--- config.mk ---
export PLATFORM = sky130hd
export DESIGN_NAME = hicore_mem_arbiter
export DESIGN_NICKNAME = d
export VERILOG_FILES = /design/src/rtl/hicore_arb_pkg.sv /design/src/rtl/hicore_arb_order_fifo.sv /design/src/rtl/hicore_mem_arbiter.sv
export SDC_FILE = /design/constraint.sdc
export NUM_CORES = 1
export LEC_CHECK = 0
export CAP_MARGIN = 20
export CORE_AREA = 10 10 110 112
export CTS_CLUSTER_DIAMETER = 100
export DETAILED_ROUTE_END_ITERATION = 10
export DIE_AREA = 0 0 120 122
export GPL_ROUTABILITY_DRIVEN = 0
export PLACE_DENSITY = 0.75
export REMOVE_ABC_BUFFERS = 1
export SETUP_SLACK_MARGIN = 0.5
export SYNTH_ARGS = -nofsm -noshare
export SYNTH_HDL_FRONTEND = slang
export SYNTH_SLANG_ARGS = --single-unit
--- constraint.sdc ---
create_clock -name clk -period 2.95 [get_ports clk]
set_clock_uncertainty 0.1 [all_clocks]
set_input_delay 0.7375 -clock clk [delete_from_list [all_inputs] [get_ports clk]]
set_output_delay 0.7375 -clock clk [all_outputs]
set_load 0.03 [all_outputs]
--- src/rtl/hicore_arb_pkg.sv ---
`default_nettype none
//============================================================================
// Module   : hicore_arb_pkg
// Desc     : Shared types and constants for the memory-port arbiter.
// Revision : 1.0 - initial release
//============================================================================
package hicore_arb_pkg;

    localparam logic SRC_IFU = 1'b0;
    localparam logic SRC_LSU = 1'b1;

    localparam int DEF_CW = 65;
    localparam int DEF_RW = 32;

    // One slot per outstanding command: who issued it, and whether its
    // response has been cancelled by a flush.
    typedef struct packed {
        logic src;
        logic cancel;
    } arb_entry_t;

endpackage
`default_nettype wire

--- src/rtl/hicore_arb_order_fifo.sv ---
`default_nettype none
//============================================================================
// Module   : hicore_arb_order_fifo
// Desc     : In-order source-tracking FIFO with flush-cancel-all.
// Revision : 1.0 - initial release
//============================================================================
module hicore_arb_order_fifo
    import hicore_arb_pkg::*;
#(
    parameter int OST    = 4,
    parameter int LOGOST = 2
) (
    input  logic       clk,
    input  logic       rst,
    input  logic       push,
    input  logic       push_src,
    input  logic       pop,
    input  logic       flush,
    output logic       full,
    output logic       empty,
    output arb_entry_t head
);

    logic [LOGOST:0]   r_wr_ptr;
    logic [LOGOST:0]   r_rd_ptr;
    arb_entry_t        r_mem [OST];
    logic [LOGOST-1:0] w_wr_idx;
    logic [LOGOST-1:0] w_rd_idx;

    assign w_wr_idx = r_wr_ptr[LOGOST-1:0];
    assign w_rd_idx = r_rd_ptr[LOGOST-1:0];

    assign empty = (r_wr_ptr == r_rd_ptr);
    assign full  = (r_wr_ptr[LOGOST] != r_rd_ptr[LOGOST]) &&
                   (w_wr_idx == w_rd_idx);
    assign head  = r_mem[w_rd_idx];

    always_ff @(posedge clk or posedge rst) begin
        if (rst) begin
            r_wr_ptr <= '0;
            r_rd_ptr <= '0;
        end else begin
            if (push) begin
                r_wr_ptr <= r_wr_ptr + (LOGOST+1)'(1);
            end
            if (pop) begin
                r_rd_ptr <= r_rd_ptr + (LOGOST+1)'(1);
            end
        end
    end

    // Flush marks every slot cancelled; free slots are harmless since a push
    // rewrites them, and a slot pushed on the flush edge is born cancelled.
    always_ff @(posedge clk or posedge rst) begin
        if (rst) begin
            for (int i = 0; i < OST; i++) begin
                r_mem[i] <= '0;
            end
        end else begin
            for (int i = 0; i < OST; i++) begin
                if (push && (w_wr_idx == LOGOST'(i))) begin
                    r_mem[i].src    <= push_src;
                    r_mem[i].cancel <= flush;
                end else if (flush) begin
                    r_mem[i].cancel <= 1'b1;
                end
            end
        end
    end

endmodule
`default_nettype wire

--- src/rtl/hicore_mem_arbiter.sv ---
`default_nettype none
//============================================================================
// Module   : hicore_mem_arbiter
// Desc     : Two-requester (IFU/LSU) arbiter for one in-order memory port.
//            Build option HICORE_ARB_FIXED_PRIO_EN: fixed LSU-over-IFU priority.
// Revision : 1.0 - initial release
//============================================================================
module hicore_mem_arbiter
    import hicore_arb_pkg::*;
#(
    parameter int CW     = DEF_CW,
    parameter int RW     = DEF_RW,
    parameter int OST    = 4,
    parameter int LOGOST = 2
) (
    input  logic          clk,
    input  logic          rst,
    input  logic          flush,

    input  logic          m0_cmd_valid,
    output logic          m0_cmd_ready,
    input  logic [CW-1:0] m0_cmd_info,
    output logic          m0_rsp_valid,
    input  logic          m0_rsp_ready,
    output logic [RW-1:0] m0_rsp_data,

    input  logic          m1_cmd_valid,
    output logic          m1_cmd_ready,
    input  logic [CW-1:0] m1_cmd_info,
    output logic          m1_rsp_valid,
    input  logic          m1_rsp_ready,
    output logic [RW-1:0] m1_rsp_data,

    output logic          s_cmd_valid,
    input  logic          s_cmd_ready,
    output logic [CW-1:0] s_cmd_info,
    input  logic          s_rsp_valid,
    output logic          s_rsp_ready,
    input  logic [RW-1:0] s_rsp_data
);

    logic       w_full;
    logic       w_empty;
    arb_entry_t w_head;
    logic       w_req_any;
    logic       w_arb_sel;
    logic       w_sel;
    logic       w_cmd_hs;
    logic       w_rsp_live;
    logic       w_rsp_pop;
    logic       r_lock;
    logic       r_lock_src;

    assign w_req_any = m0_cmd_valid | m1_cmd_valid;

`ifdef HICORE_ARB_FIXED_PRIO_EN
    assign w_arb_sel = m1_cmd_valid ? SRC_LSU : SRC_IFU;
`else
    // Favours the requester that lost the last accepted handshake.
    logic r_rr_ptr;

    assign w_arb_sel = (m0_cmd_valid & m1_cmd_valid) ? r_rr_ptr :
                       (m1_cmd_valid ? SRC_LSU : SRC_IFU);

    always_ff @(posedge clk or posedge rst) begin
        if (rst) begin
            r_rr_ptr <= SRC_IFU;
        end else if (w_cmd_hs) begin
            r_rr_ptr <= ~w_sel;
        end
    end
`endif

    // A stalled command keeps its grant so s_cmd_info is stable until taken.
    assign w_sel       = r_lock ? r_lock_src : w_arb_sel;
    assign s_cmd_valid = w_req_any & ~w_full;
    assign s_cmd_info  = (w_sel == SRC_LSU) ? m1_cmd_info : m0_cmd_info;
    assign w_cmd_hs    = s_cmd_valid & s_cmd_ready;

    assign m0_cmd_ready = w_req_any & (w_sel == SRC_IFU) & s_cmd_ready & ~w_full;
    assign m1_cmd_ready = w_req_any & (w_sel == SRC_LSU) & s_cmd_ready & ~w_full;

    always_ff @(posedge clk or posedge rst) begin
        if (rst) begin
            r_lock     <= 1'b0;
            r_lock_src <= SRC_IFU;
        end else begin
            r_lock     <= s_cmd_valid & ~s_cmd_ready;
            r_lock_src <= w_sel;
        end
    end

    // Cancelled or flushed responses are swallowed without involving either
    // requester; a response with nothing outstanding is never accepted.
    assign w_rsp_live   = s_rsp_valid & ~w_empty & ~w_head.cancel & ~flush;
    assign m0_rsp_valid = w_rsp_live & (w_head.src == SRC_IFU);
    assign m1_rsp_valid = w_rsp_live & (w_head.src == SRC_LSU);
    assign m0_rsp_data  = s_rsp_data;
    assign m1_rsp_data  = s_rsp_data;

    assign s_rsp_ready = ~w_empty & (w_head.cancel | flush |
                         ((w_head.src == SRC_LSU) ? m1_rsp_ready : m0_rsp_ready));
    assign w_rsp_pop   = s_rsp_valid & s_rsp_ready;

    hicore_arb_order_fifo #(
        .OST    (OST),
        .LOGOST (LOGOST)
    ) u_order_fifo (
        .clk      (clk),
        .rst      (rst),
        .push     (w_cmd_hs),
        .push_src (w_sel),
        .pop      (w_rsp_pop),
        .flush    (flush),
        .full     (w_full),
        .empty    (w_empty),
        .head     (w_head)
    );

endmodule
`default_nettype wire

==> flow_summary.toml, run 1 <==
[outcome]
run_status = "finished, violations left"
violations = "setup timing"

[timing]
slew_viol_final = 0
worst_slack_ns = -0.0940
rsz0062_at_grt = "yes"
relSlewSlack_pct = 56.8
period_minus_slack_ns = 3.04
period_share_pct = 103
worst_pin_slew_ns = 0.647
finalSetupViolCount = 40
max_freq_mhz = 329
hold_violations = 0
fin_setup_tns_ns = -1.40

[setup_path]
cp-startpoint = "m0_cmd_valid"
worstPathArrival_ns = 2.21
worst_r2r_path_depth = 6
crit_fanout = 10
r2r_setup_slack_ns = 0.81
path_cells = "buf_6 -> nor2b_4 -> o31ai_4 -> buf_6 -> buf_8 -> buf_16 -> buf_4 -> mux2_2 -> buf_6"
criticalPathCategory = "primary input to primary output"
cp.required_ns = 2.11
reg2reg_from = "u_order_fifo.r_rd_ptr[0]"
critPathMostFrequentCell = "buf_6"
cp-end-kind = "primary output"
start_kind = "primary input"
critical-path-max-stage-delay_ns = 0.34
cp_slowest_cell = "mux2_2"
regToRegEndpoint = "u_order_fifo.r_rd_ptr[1]"

[hold_path]
hp-start = "u_order_fifo.r_mem[2]"
worstHoldPathCells = 1
holdPathEnd = "u_order_fifo.r_mem[2]"
hold_class = "flip-flop to flip-flop"

[grt]
grt_pass1_wl_um = 18600
grt_overflow = 0
first_global_vias = 2749
grt_usage_pct = 17.1
grt_max_degree = 18
antenna_found_initial = 0

[drt]
vias_per_cell = 4.41
first_pass_iters = 4
drcViolationCount = 0
wl_per_cell_um = 25.7
drt_wl_total_um = 13900
antenna_left = 0
num_vias = 2379
drt_iter0_drc = 112

[cts]
cts_tree = "built"
cts_max_level = 1
cts.clk_slew.worst_paths_ns = 0.07
cts_hold_buffers = 0
clk_latency_ns = 0.25
cts_made_buffers = 3
clockBufferDepth = 2
root_buffer = "clkbuf_8"
cts.sinks = 17

[floorplan]
ioPinCount = 306
start_util_pct = 21.6
die-area_mm2 = 0.0146
core_area_mm2 = 0.0100
placementRows = 37
die_x_um = 120
die_y_um = 122

[pwr]
power_density_mw_per_mm2 = 809
p_leak_uw = 0.00224
ir_drop_v = 0.000356

[placed_design]
portBuffers = 209
dp_hpwl_um = 10200

[synth]
synth_edf_count = 0
synth_top_area_share_pct = 33.3
synthArstFlopShare_pct = 100
syn_inst = 213
ys_ff_latch = 17
yosys.area.top_type = "mux2_2"
syn_area_mm2 = 0.00217
synthTopCellsByArea = "mux2_2 33%, buf_4 22%, dfrtp_1 20%"
synth_cell_types = 30
yosysWarnings = 0
synth_flop_cell = "dfrtp_1"
yosysSeqAreaShare_pct = 19.6
syn_avg_cell_area_um2 = 10.2

[cells_and_area]
layout.nets = 580
n_antenna_cell = 0
syn2layout_area_growth_pct = 132
drive_above_1_share_pct = 52.4
post-route-util_pct = 50.1
fillerInstances = 874

[job]
drv_cap = 0
-- cell type report --
| type | instances | area (µm²) | area share (%) |
|---|---|---|---|
| well taps | 136 | 170 | 3.38 |
| multi-input cells | 117 | 1480 | 29.5 |
| clock inverters | 1 | 5.00 | 0.0995 |
| repair buffers | 258 | 2880 | 57.2 |
| flip-flops and latches | 17 | 427 | 8.48 |
| inverters | 7 | 26.3 | 0.522 |
| clock buffers | 3 | 41.3 | 0.821 |
-- worst max-delay path by stage --
| stage | depth (start not counted) | end | slack (ns) |
|---|---|---|---|
| 2_1_floorplan | 3 | m0_cmd_ready | -2.55 |
| 3_3_place_gp | 6 | s_cmd_info[20] | -0.71 |
| 3_5_place_dp | 6 | s_cmd_info[22] | -0.75 |
| 4_1_cts | 9 | s_cmd_info[42] | -0.07 |
| 5_1_grt | 9 | s_cmd_info[38] | -0.14 |
| 6_report | 9 | s_cmd_info[38] | -0.09 |
-- placed cells by master, fill, tap and decap left out, drive strengths merged --
cell,instances
mux2,70
nor3,1
clkbuf,3
a211oi,1
o31ai,2
mux4,2
nand2,6
a31oi,1
a21o,5
buf,122
dfrtp,17
ha,5
clkdlybuf4s50,134
nor2b,1
clkinv,1
o21ai,1
or3,1
dlygate4sd2,1
and2,2
mux2i,1
xor2,5
dlymetal6s2s,1
inv,7
nor2,5
a21oi,2
xnor2,4
a311o,1
a311oi,1
-- critical path, delay by kind of cell --
| kind | cells | cell delay (ns) |
|---|---|---|
| simple gates | 1 | 0.12 |
| compound gates | 1 | 0.21 |
| mux | 1 | 0.34 |
| buf+inv | 6 | 0.79 |
-- report_power, final --
group,switching [µW],internal (µW)
registers,118,332
logic,1520,1930
clock network,80.9,93.8
total,1720,2350
-- Yosys cell counts, types with 2 or more instances --
cell type / n
buf_4: 64
mux2_2: 64
dfrtp_1: 17
inv_1: 7
buf_2: 6
mux2_1: 6
nand2_1: 6
a21o_1: 5
ha_1: 5
nor2_1: 5
xor2_1: 5
xnor2_1: 4
and2_1: 2
-- registers in the layout, indices dropped and copies added, names as in the netlist --
signal                 flops
r_lock                     1
r_lock_src                 1
r_rr_ptr                   1
u_order_fifo.r_mem         8
u_order_fifo.r_rd_ptr      3
u_order_fifo.r_wr_ptr      3
-- cells by family (layout without fill, tap and decap cells) --
logic type | count (synthesis) | count (layout) | synth area share [%]
adders and majority gates | 5 | 5 | 2.89
DFF | 17 | 17 | 19.6
xor gates and xnor gates | 9 | 9 | 3.64
and+or+nand+nor | 16 | 16 | 3.29
muxes | 73 | 73 | 39.3
buffers and inverters | 79 | 269 | 25.5
AOI/OAI and AO/OA | 14 | 14 | 5.83
-- stage by stage --
stage | total power (µW) | hold slack, ns | cells | setup WS [ns] | area, µm²
detailed placement | 2660 | 0.362 | 494 | -0.754 | 3920
CTS | 3890 | 0.377 | 529 | -0.0735 | 4850
global placement | 2620 | 0.352 | 494 | -0.714 | 3920
finish | 4070 | 0.372 | 539 | -0.0940 | 5030
floorplan | 1770 | 0.341 | 141 | -2.55 | 1640
global route | 4260 | 0.403 | 539 | -0.135 | 5030
-- what timing repair did --
item                       4_1_cts  5_1_grt
pin swaps                        3        0
setup buffers                   23       10
cloned                           8        0
resized for setup              360       25
setup endpoints to repair       72       70
-- per-layer routing --
layer / GRT usage, % / share of wire [%] / vias to the layer above
met4: 2.87 / 0.79 / 2
met2: 26.4 / 48 / 173
met1: 19.1 / 37 / 1145
li1: - / - / 1051
met5: 5.59 / 0.43 / -
met3: 11.2 / 14 / 8
(Power assumes the default switching activity.)
==> run 2: changes to the inputs <==
CELL_PAD_IN_SITES_DETAIL_PLACEMENT = 1   (was not set)
CELL_PAD_IN_SITES_GLOBAL_PLACEMENT = 2   (was not set)
CORE_AREA = not set   (was 10 10 110 112)
CORE_ASPECT_RATIO = 1.2   (was not set)
CORE_MARGIN = 2   (was not set)
CORE_UTILIZATION = 11   (was not set)
DIE_AREA = not set   (was 0 0 120 122)
PLACE_DENSITY = not set   (was 0.75)
PLACE_DENSITY_LB_ADDON = 0.1   (was not set)
==> run 2 against run 1 <==
Net effect: the run still ends with setup timing left; cell area is 2.9% higher; flip-flop and latch count is the same; power grew 1.7%; utilization down 23 points; setup slack lost 0.034 ns; final cell count rose by 22%; global-route usage shrank 3.9 points; fmax decreased by 1.1%; critical path depth is 2 higher; count of clock-buffer cells in the layout is the same; register-to-register slack gained 0.06 ns; die area up 42%; critical path type unchanged.
==> flow_summary.toml, run 2 (same netlist as run 1, synthesis figures left out) <==
[outcome]
run_status = "finished, violations left"
violations = "setup timing"

[drt]
drcViolationCount = 0
wl_per_cell_um = 21.5
num_vias = 2379
antenna_left = 0
dr_wl_met2_um = 6230
first_pass_iters = 2
drt_iter0_drc = 45
drt-met1-wl_um = 4830
met3WireLength_um = 2860
drt_wl_total_um = 14200
vias_per_cell = 3.62
top_layer = "met5"

[grt]
grt_usage_pct = 13.1
grt_pass1_wl_um = 19300
first_global_vias = 2745
grt_max_degree = 18
antenna_found_initial = 1
grt_overflow = 0

[job]
drv_cap = 0

[placed_design]
dpl-instance-area_mm2 = 0.00411
dp.cells = 622
place_ws_ns = -0.758
portBuffers = 209
dp_hpwl_um = 11600

[cts]
cts.clk_slew.worst_paths_ns = 0.06
clk_latency_ns = 0.25
cts.sinks = 17
root_buffer = "clkbuf_16"
cts_made_buffers = 3
clockBufferDepth = 2
cts_max_level = 1
cts_tree = "built"

[pwr]
ir_drop_v = 0.000234
p_leak_uw = 0.00221
power_density_mw_per_mm2 = 799

[setup_path]
worst_r2r_path_depth = 5
criticalPathCategory = "primary input to primary output"
cp-end-kind = "primary output"
cp.required_ns = 2.11
crit_fanout = 8
worstPathArrival_ns = 2.24
start_kind = "primary input"

[cells_and_area]
layout.nets = 574
n_antenna_cell = 0
largest_reg_flops = 8
layout_commonest_cell = "clkdlybuf4s50_1"
drive_above_1_share_pct = 53.1
syn2layout_area_growth_pct = 139
reg.largest.list = "u_order_fifo.r_mem x8, u_order_fifo.r_rd_ptr x3, u_order_fifo.r_wr_ptr x3"
final_area_mm2 = 0.00518
instances_no_fill = 658
mostFrequentLayoutCells = "134 x clkdlybuf4s50_1, 80 x buf_6, 55 x mux2_4"
regMostFlops = "u_order_fifo.r_mem"

[hold_path]
hold_class = "flip-flop to flip-flop"
worstHoldPathCells = 1

[timing]
period_share_pct = 104
fin_setup_tns_ns = -3.61
max_freq_mhz = 325
relSlewSlack_pct = 51.2
worst_slack_ns = -0.128
period_minus_slack_ns = 3.08
worst_pin_slew_ns = 0.731
rsz0062_at_grt = "yes"
finalSetupViolCount = 53
slew_viol_final = 0
hold_violations = 0

[floorplan]
ioPinCount = 306
die-area_mm2 = 0.0208
placementRows = 56
start_util_pct = 11.2
core_area_mm2 = 0.0194
die_x_um = 132
die_y_um = 158
==> run 2: changes by cell type in the layout (fill, tap and decap cells not counted), sizes merged <==
cell and delta:
dlygate4sd2 +1, clkinvlp +1, dlymetal6s2s -1, buf -8, clkinv -1, clkbuf +2
==> run 2: per-layer routing <==
| metal | up-vias | global-route usage (%) |
|---|---|---|
| met4 | 6 | 2.28 |
| met5 | - | 5.80 |
| met3 | 13 | 12.4 |
| met2 | 229 | 20.1 |
| met1 | 1101 | 12.8 |
| li1 | 1030 | - |
==> run 2: final timing paths <==
check | start | to | slack [ns]
setup / recovery | m0_cmd_valid | s_cmd_info[1] | -0.13
hold / removal | u_order_fifo.r_mem[0] | u_order_fifo.r_mem[0] | 0.38
setup reg to reg | u_order_fifo.r_rd_ptr[0] | u_order_fifo.r_rd_ptr[1] | 0.87
hold reg to reg | u_order_fifo.r_mem[0] | u_order_fifo.r_mem[0] | 0.38
max in group asynchronous | rst | u_order_fifo.r_rd_ptr[1] | 1.43
min in group asynchronous | rst | u_order_fifo.r_mem[3] | 0.82
==> run 2: power breakdown <==
part	switching [µW]	leakage [µW]	internal [µW]
Combinational	1510	0.00197	1900
Sequential	116	0.000193	334
Clock	98.8	0.0000371	183
==> run 2: layout make-up <==
cell class	instances	area [µm²]
fill	2195	14200
timing repair buffer	252	2810
multi-input combinational	117	1510
sequential	17	428
tap	261	327
clock buffer	3	75.1
inverter	7	26.3
clock inverter	1	7.51
==> run 2: critical path, stage by stage <==
cell	delay, ns
buf_6	0.09
nor2b_4	0.12
o31ai_4	0.17
buf_6	0.15
buf_12	0.10
buf_12	0.09
buf_16	0.11
buf_12	0.13
buf_6	0.10
mux2_4	0.29
buf_6	0.14
==> run 2: what timing repair did <==
action,CTS,global route
endpoints found under the hold margin,0,0
hold buffers,0,0
setup endpoints to repair,71,71
resized for setup,329,21
pin swaps,5,5
setup buffers,22,6
cloned,3,1
==> run 2: per-stage QoR <==
stage / power (µW) / utilization, % / hold slack [ns]
6_report: 4140 / 26.7 / 0.382
4_1_cts: 4070 / 26.0 / 0.383
5_1_grt: 4400 / 26.7 / 0.412
2_1_floorplan: 1770 / - / 0.341
3_3_place_gp: 2780 / 21.2 / 0.351
3_5_place_dp: 2790 / 21.2 / 0.366
==> run 3: changes to the inputs <==
CELL_PAD_IN_SITES_DETAIL_PLACEMENT = not set   (was 1)
CELL_PAD_IN_SITES_GLOBAL_PLACEMENT = not set   (was 2)
CORE_AREA = 2 2 118 120   (was not set)
CORE_ASPECT_RATIO = not set   (was 1.2)
CORE_MARGIN = not set   (was 2)
CORE_UTILIZATION = not set   (was 11)
DIE_AREA = 0 0 120 122   (was not set)
PLACE_DENSITY_LB_ADDON = not set   (was 0.1)
clock period = 3.24 ns   (was 2.95 ns; I/O delays follow)
==> run 3 against run 2 <==
Net effect: the flow now finishes without violations; count of clock-buffer cells in the layout is the same; global-route usage shrank 0.28 points; sequential power shrank 8.4%; utilization grew 6.1 points; setup slack gained 0.34 ns; worst hold slack lost 0.0057 ns; die area shrank 30%; combinational power shrank 30%; clock power shrank 10%; largest cell class unchanged; largest power group unchanged; highest routed layer unchanged.
==> flow_summary.toml, run 3 (same netlist as run 1, synthesis figures left out) <==
[grt]
grt_overflow = 0
first_global_vias = 2371
grt_pass1_wl_um = 14300
grt_usage_pct = 12.8
grt_max_degree = 19
antenna_found_initial = 0

[timing]
holdWs_ns = 0.376
hold_violations = 0
relSlewSlack_pct = 55.8
rsz0062_at_grt = "yes"
slew_viol_final = 0
max_freq_mhz = 330
worst_pin_slew_ns = 0.662
finalSetupViolCount = 0
period_share_pct = 93.5
period_minus_slack_ns = 3.03
worst_slack_ns = 0.211

[drt]
met3WireLength_um = 1710
num_vias = 2237
antenna_left = 0
first_pass_iters = 4
drt_wl_total_um = 10400
top_layer = "met5"
drt-met1-wl_um = 3730
vias_per_cell = 3.99
dr_wl_met2_um = 4820
drt_iter0_drc = 55
drcViolationCount = 0
wl_per_cell_um = 18.5

[cts]
cts_max_level = 1
cts_made_buffers = 3
cts.clk_slew.worst_paths_ns = 0.05
clockBufferDepth = 2
cts_tree = "built"
root_buffer = "clkbuf_16"
cts.sinks = 17
cts_hold_buffers = 0
clk_latency_ns = 0.25

[floorplan]
core_area_mm2 = 0.0135
ioPinCount = 306
die_y_um = 122
start_util_pct = 16.0
placementRows = 43
die_x_um = 120
die-area_mm2 = 0.0146

[job]
drv_cap = 0

[outcome]
run_status = "completed"

[pwr]
power_density_mw_per_mm2 = 687
ir_drop_v = 0.000261
p_leak_uw = 0.00188

[setup_path]
cp.required_ns = 2.33
start_kind = "primary input"
criticalPathCategory = "primary input to primary output"
worstPathArrival_ns = 2.12
cp-end-kind = "primary output"
reg2reg_from = "u_order_fifo.r_rd_ptr[0]"
crit_fanout = 8
cp-startpoint = "m0_cmd_valid"

[cells_and_area]
reg.largest.list = "u_order_fifo.r_mem x8, u_order_fifo.r_rd_ptr x3, u_order_fifo.r_wr_ptr x3"
regMostFlops = "u_order_fifo.r_mem"
layout_commonest_cell = "clkdlybuf4s50_1"
drive_above_1_share_pct = 49.3
layout.nets = 558
syn2layout_area_growth_pct = 104
instances_no_fill = 561
largest_reg_flops = 8
mostFrequentLayoutCells = "133 x clkdlybuf4s50_1, 41 x mux2_2, 35 x buf_6"
n_antenna_cell = 0
post-route-util_pct = 32.8

[hold_path]
hold_class = "flip-flop to flip-flop"
hp-start = "u_order_fifo.r_mem[4]"

[placed_design]
place_ws_ns = -0.620
dp_hpwl_um = 8600
portBuffers = 209
dp.cells = 544
-- run 3: final timing paths --
path | slack [ns] | depth (start not counted) | end
worst max register to register | 1.10 | 6 | u_order_fifo.r_rd_ptr[1]
min in group asynchronous | 0.86 | 2 | u_order_fifo.r_wr_ptr[2]
worst min-delay path | 0.38 | 1 | u_order_fifo.r_mem[4]
worst max-delay path | 0.21 | 8 | s_cmd_info[55]
max in group asynchronous | 1.76 | 2 | u_order_fifo.r_wr_ptr[0]
worst min register to register | 0.38 | 1 | u_order_fifo.r_mem[4]
-- run 3: stage by stage --
step           cell area, µm²  power [µW]  setup TNS [ns]
6_report                 4430        3050               0
5_1_grt                  4430        3220               0
4_1_cts                  4330        2990               0
3_5_place_dp             4080        2490          -31.89
3_3_place_gp             4080        2480          -30.92
2_1_floorplan            1640        1610         -163.19
-- run 3: critical path: stages --
cell and delay, ns:
buf_6 0.09, nor2b_4 0.12, o31ai_4 0.21, buf_12 0.18
buf_12 0.14, buf_8 0.12, mux2_4 0.30, buf_6 0.14
-- run 3: timing repair --
action / in CTS / in global routing
pin swaps: 5 / 3
endpoints found under the setup margin: 71 / 70
resized for setup: 336 / 21
buffers inserted: 9 / 3
cloned: 1 / 0
-- run 3: report_power, final --
group | total [µW] | internal, µW | switching (µW) | leakage, µW
Clock | 253 | 167 | 86.2 | 0.0000371
Sequential | 412 | 301 | 110 | 0.000195
Combinational | 2380 | 1220 | 1160 | 0.00164
Total | 3050 | 1690 | 1350 | 0.00188
-- run 3: per-layer routing --
| layer | global-route usage [%] | up-vias |
|---|---|---|
| li1 | - | 1004 |
| met1 | 14.4 | 1014 |
| met2 | 19.2 | 210 |
| met3 | 10.0 | 7 |
| met4 | 1.47 | 2 |
| met5 | 5.21 | - |
-- run 3: layout make-up --
class / instances / area (µm²)
Clock buffer: 3 / 75.1
Timing Repair Buffer: 236 / 2290
Fill cell: 1396 / 9070
Inverter: 7 / 26.3
Tap cell: 180 / 225
Sequential cell: 17 / 425
Multi-Input combinational cell: 117 / 1380
Clock inverter: 1 / 7.51
==> patch 1, RTL diff (flow settings as in run 1) <==
Reset style: synchronous (`rst`), changed in 4 clocked blocks.
--- a/src/rtl/hicore_arb_order_fifo.sv
+++ b/src/rtl/hicore_arb_order_fifo.sv
@@ -35,7 +35,7 @@
                    (w_wr_idx == w_rd_idx);
     assign head  = r_mem[w_rd_idx];
 
-    always_ff @(posedge clk or posedge rst) begin
+    always_ff @(posedge clk) begin
         if (rst) begin
             r_wr_ptr <= '0;
             r_rd_ptr <= '0;
@@ -51,7 +51,7 @@
 
     // Flush marks every slot cancelled; free slots are harmless since a push
     // rewrites them, and a slot pushed on the flush edge is born cancelled.
-    always_ff @(posedge clk or posedge rst) begin
+    always_ff @(posedge clk) begin
         if (rst) begin
             for (int i = 0; i < OST; i++) begin
                 r_mem[i] <= '0;
--- a/src/rtl/hicore_mem_arbiter.sv
+++ b/src/rtl/hicore_mem_arbiter.sv
@@ -62,7 +62,7 @@
     assign w_arb_sel = (m0_cmd_valid & m1_cmd_valid) ? r_rr_ptr :
                        (m1_cmd_valid ? SRC_LSU : SRC_IFU);
 
-    always_ff @(posedge clk or posedge rst) begin
+    always_ff @(posedge clk) begin
         if (rst) begin
             r_rr_ptr <= SRC_IFU;
         end else if (w_cmd_hs) begin
@@ -80,7 +80,7 @@
     assign m0_cmd_ready = w_req_any & (w_sel == SRC_IFU) & s_cmd_ready & ~w_full;
     assign m1_cmd_ready = w_req_any & (w_sel == SRC_LSU) & s_cmd_ready & ~w_full;
 
-    always_ff @(posedge clk or posedge rst) begin
+    always_ff @(posedge clk) begin
         if (rst) begin
             r_lock     <= 1'b0;
             r_lock_src <= SRC_IFU;
Behaviour: differs if rst is asserted again (counterexample within 4 cycles, from zero or initial values and one cycle with rst high); with rst held inactive, the same outputs for 4 cycles.
==> patch 1 against run 1 <==
Utilization shrank 0.83 points; register-to-register slack gained 160 ps; highest routed layer unchanged; critical endpoint is now s_cmd_info[32]; via count grew 1.5%; synthesized area grew 4.9%; sequential cell count grew 2; critical path depth is the same; fmax grew 3.2%; global-route usage grew 4.8 points; wire length grew 23%; worst setup slack gained 95 ps; cell area shrank 1.7%.
Power is not compared: it rests on default switching activity, and its combinational part moved more than twofold at a synthesized area within 25%.
==> patch 1: results (changes against run 1) <==
stage,metric,value,unit,change
finish,drive_gt1_share,46.4,%,-5.9 points
placed_design,place_hpwl,14700,um,+45%
critical_path,slowest_stage,mux2_4,,
timing,clock.fmax,0.339,GHz,+3.2%
critical_path,r2r-end,u_order_fifo.r_rd_ptr[2]$_SDFFE_PP0P_,,
critical_path,reg2reg_depth,4,,-2
placed_design,dp.cells,517,,+4.7%
critical_path,endpoint,s_cmd_info[32],,
timing,worst_pin_slew,671,ps,+24.5 ps
synth,synth-xor-area-share,1.93,%,-1.7 points
synth,synth_compound_area_share,3.85,%,-2.0 points
synth,avgSynthCellArea,9.63,um^2,-5.3%
global_routing,grt_pass1_wl,22100,um,+19%
synth,async_reset_ff_share,0,%,-100 points
finish,seq_area,467,um^2,+9.4%
critical_path,critPathMaxFanout,8,,-2
synth,ys_seq_area_share,20.3,%,+0.62 points
synth,synthDistinctLibCells,33,,+10%
route,via_per_inst,4.46,,+1.1%
global_routing,grt_start_max_net_pins,22,,+4
synth,synthTopCellsByArea,"mux2_1, buf_4, edfxtp_1",,
finish,stdcell_count,541,,+0.37%
critical_path,regToRegSetupSlack,970,ps,+160 ps
finish,nets,582,,+0.34%
outcome,status,completed,,
global_routing,grt_pass1_vias,2841,,+3.3%
synth,synthFlopType,dfxtp_1,,
[patch 1: per-layer routing]
metal	track usage (%)	share of wire, %	up-vias
met3	20.3	21	13
met2	39.0	49	233
li1	-	-	1071
met5	4.61	0.56	-
met4	4.37	1.4	2
met1	17.0	29	1096
[patch 1: repair_timing]
action / in CTS / in global routing
cloned: 2 / 3
endpoints found under the setup margin: 71 / 71
pin swaps: 5 / 1
resized for setup: 294 / 39
buffers inserted: 13 / 2
[patch 1: area by class of cell]
type	count	share of cell area (%)
clock buffers	4	0.911
flip-flops and latches	19	9.44
inverters	7	0.531
well taps	136	3.44
multi-input cells	136	31.6
repair buffers	239	54.0
[patch 1: how the worst min path moves through the flow]
| stage | startpoint | end | slack, ps | depth (start not counted) |
|---|---|---|---|---|
| 3_3_place_gp | u_order_fifo.r_rd_ptr[1]$_SDFFE_PP0P_ | u_order_fifo.r_rd_ptr[1]$_SDFFE_PP0P_ | 430 | 2 |
| 6_report | u_order_fifo.r_rd_ptr[1]$_SDFFE_PP0P_ | flip-flop | 470 | 2 |
| 4_1_cts | u_order_fifo.r_rd_ptr[1]$_SDFFE_PP0P_ | u_order_fifo.r_rd_ptr[1]$_SDFFE_PP0P_ | 470 | 2 |
| 3_5_place_dp | u_order_fifo.r_rd_ptr[1]$_SDFFE_PP0P_ | flip-flop | 430 | 2 |
| 5_1_grt | u_order_fifo.r_rd_ptr[1]$_SDFFE_PP0P_ | flip-flop | 510 | 2 |
| 2_1_floorplan | u_order_fifo.r_rd_ptr[1]$_SDFFE_PP0P_ | flip-flop | 390 | 2 |
[patch 1: cells by family (layout without fill, tap and decap cells)]
group	after synthesis	after routing
mux	73	73
xor+xnor	5	5
compound gates	10	10
simple gates	43	43
fa+ha+maj	5	5
flops	19	19
buf+inv	81	250
==> patch 2, RTL diff (flow settings as in run 1) <==
Made on the original files. Add a define of `HICORE_ARB_FIXED_PRIO_EN`.
--- a/src/rtl/hicore_mem_arbiter.sv
+++ b/src/rtl/hicore_mem_arbiter.sv
@@ -5,6 +5,8 @@
 //            Build option HICORE_ARB_FIXED_PRIO_EN: fixed LSU-over-IFU priority.
 // Revision : 1.0 - initial release
 //============================================================================
+`define HICORE_ARB_FIXED_PRIO_EN
+
 module hicore_mem_arbiter
     import hicore_arb_pkg::*;
 #(
Function: changed (Yosys sat finds a counterexample within 4 cycles, from zero or initial values and one cycle with rst high).
==> patch 2 against run 1 <==
Total power down 2.7%; synthesized area down 0.75%; cell area about the same; cell count up 21%; wire length up 39%; worst setup slack better by 400 ps; via count up 25%; sequential cell count down 1; critical path type unchanged; largest power group unchanged; highest routed layer unchanged.
==> patch 2: results (changes against run 1) <==
stage,metric,value,unit,change
synth,synthMuxAreaShare,6.69,%,-33 points
critical_path,critPathMaxFanout,12,,+2
global_routing,grt_start_max_net_pins,22,,+4
global_routing,grt_util_all_layers,24.3,%,+7.2 points
finish,nets,691,,+19%
power_and_ir_drop,swShare,48.4,%,+6.2 points
clocking,clk_latency,250,ps,about the same
route,wl,19300,um,+39%
synth,ys_top_cells_by_count,"nand2_1, buf_4, dfrtp_1",,
synth,synthDistinctLibCells,26,,-13%
placed_design,place_hpwl,14600,um,+43%
power_and_ir_drop,ir_drop,0.280,mV,-21%
finish,syn2layout_area_growth,134,%,
power_and_ir_drop,p_switching,1.92,mW,+12%
placed_design,dpl_cell_area,3780,um^2,-3.3%
synth,synthAdderAreaFrac,2.91,%,+0.022 points
critical_path,regToRegSetupSlack,770,ps,-40 ps
synth,syn_inst,342,,+61%
route,wl_met3,3100,um,+62%
power_and_ir_drop,pwr-share-seq,10.6,%,-0.5 points
global_routing,use_met3,17.3,%,+6.1 points
route,first_pass_iters,5,,+1
route,drt_iter0_drc,109,,-2.7%
timing,worst_pin_slew,629,ps,-18.0 ps
power_and_ir_drop,clock_power_share,4.9,%,+0.6 points
critical_path,worst-endpoint-arrival,1800,ps,-410 ps
outcome,status,completed,,
critical_path,slowest_stage,clkbuf_16,,
timing,holdWs,381,ps,+8.94 ps
global_routing,gr-usage-met2,40.8,%,+14 points
route,wl_per_cell,29.7,um,+15%
route,wl_met2,8970,um,+36%
synth,synth_compound_area_share,5.41,%,-0.42 points
synth,synth-xor-area-share,3.26,%,-0.38 points
global_routing,grt_pass1_vias,3278,,+19%
finish,drive_gt1_share,39.3,%,-13 points
critical_path,r2r-end,u_order_fifo.r_rd_ptr[2]$_DFFE_PP0P_,,
placed_design,pre_cts_slack,-20.7,ps,+733 ps
clocking,postCtsSetupBuffers,12,,-48%
placed_design,dp.cells,615,,+24%
synth,ys_seq_area_share,18.6,%,-1.0 points
synth,synthTopCellsByArea,"nand2_1, buf_4, dfrtp_1",,
placed_design,port_buffers,209,,unchanged
power_and_ir_drop,p_leak,2.43,nW,+8.4%
route,wl_met1,6120,um,+18%
route,via_per_inst,4.59,,+3.9%
clocking,cts-resized-gates,183,,-49%
global_routing,use_met1,21.1,%,+2.0 points
-- patch 2: changes by cell type in the layout (fill, tap and decap cells not counted), moves of 4 or more --
cell / delta
nand2_1: +125
buf_16: +4
buf_6: -12
nand2_4: +23
nand2_2: +47
mux2_2: -12
mux2_4: -54
-- patch 2: how the worst max path moves through the flow --
stage,cells past startpoint,to,start,slack (ps)
6_report,9,s_cmd_info[58],m1_cmd_valid,310
5_1_grt,4,s_rsp_ready,u_order_fifo.r_rd_ptr[0]$_DFFE_PP0P_,270
4_1_cts,4,s_rsp_ready,u_order_fifo.r_rd_ptr[0]$_DFFE_PP0P_,320
3_5_place_dp,6,s_cmd_info[60],m1_cmd_valid,-20
3_3_place_gp,7,s_cmd_info[35],m1_cmd_valid,10
2_1_floorplan,3,m1_cmd_ready,m1_cmd_valid,-2760
-- patch 2: final cells by class --
cell class                 instances  share of cell area, %
multi-input combinational        242                   30.4
timing repair buffer             246                   56.4
tap                              136                   3.38
sequential                        16                   7.98
clock buffer                       4                   1.09
inverter                           6                  0.771
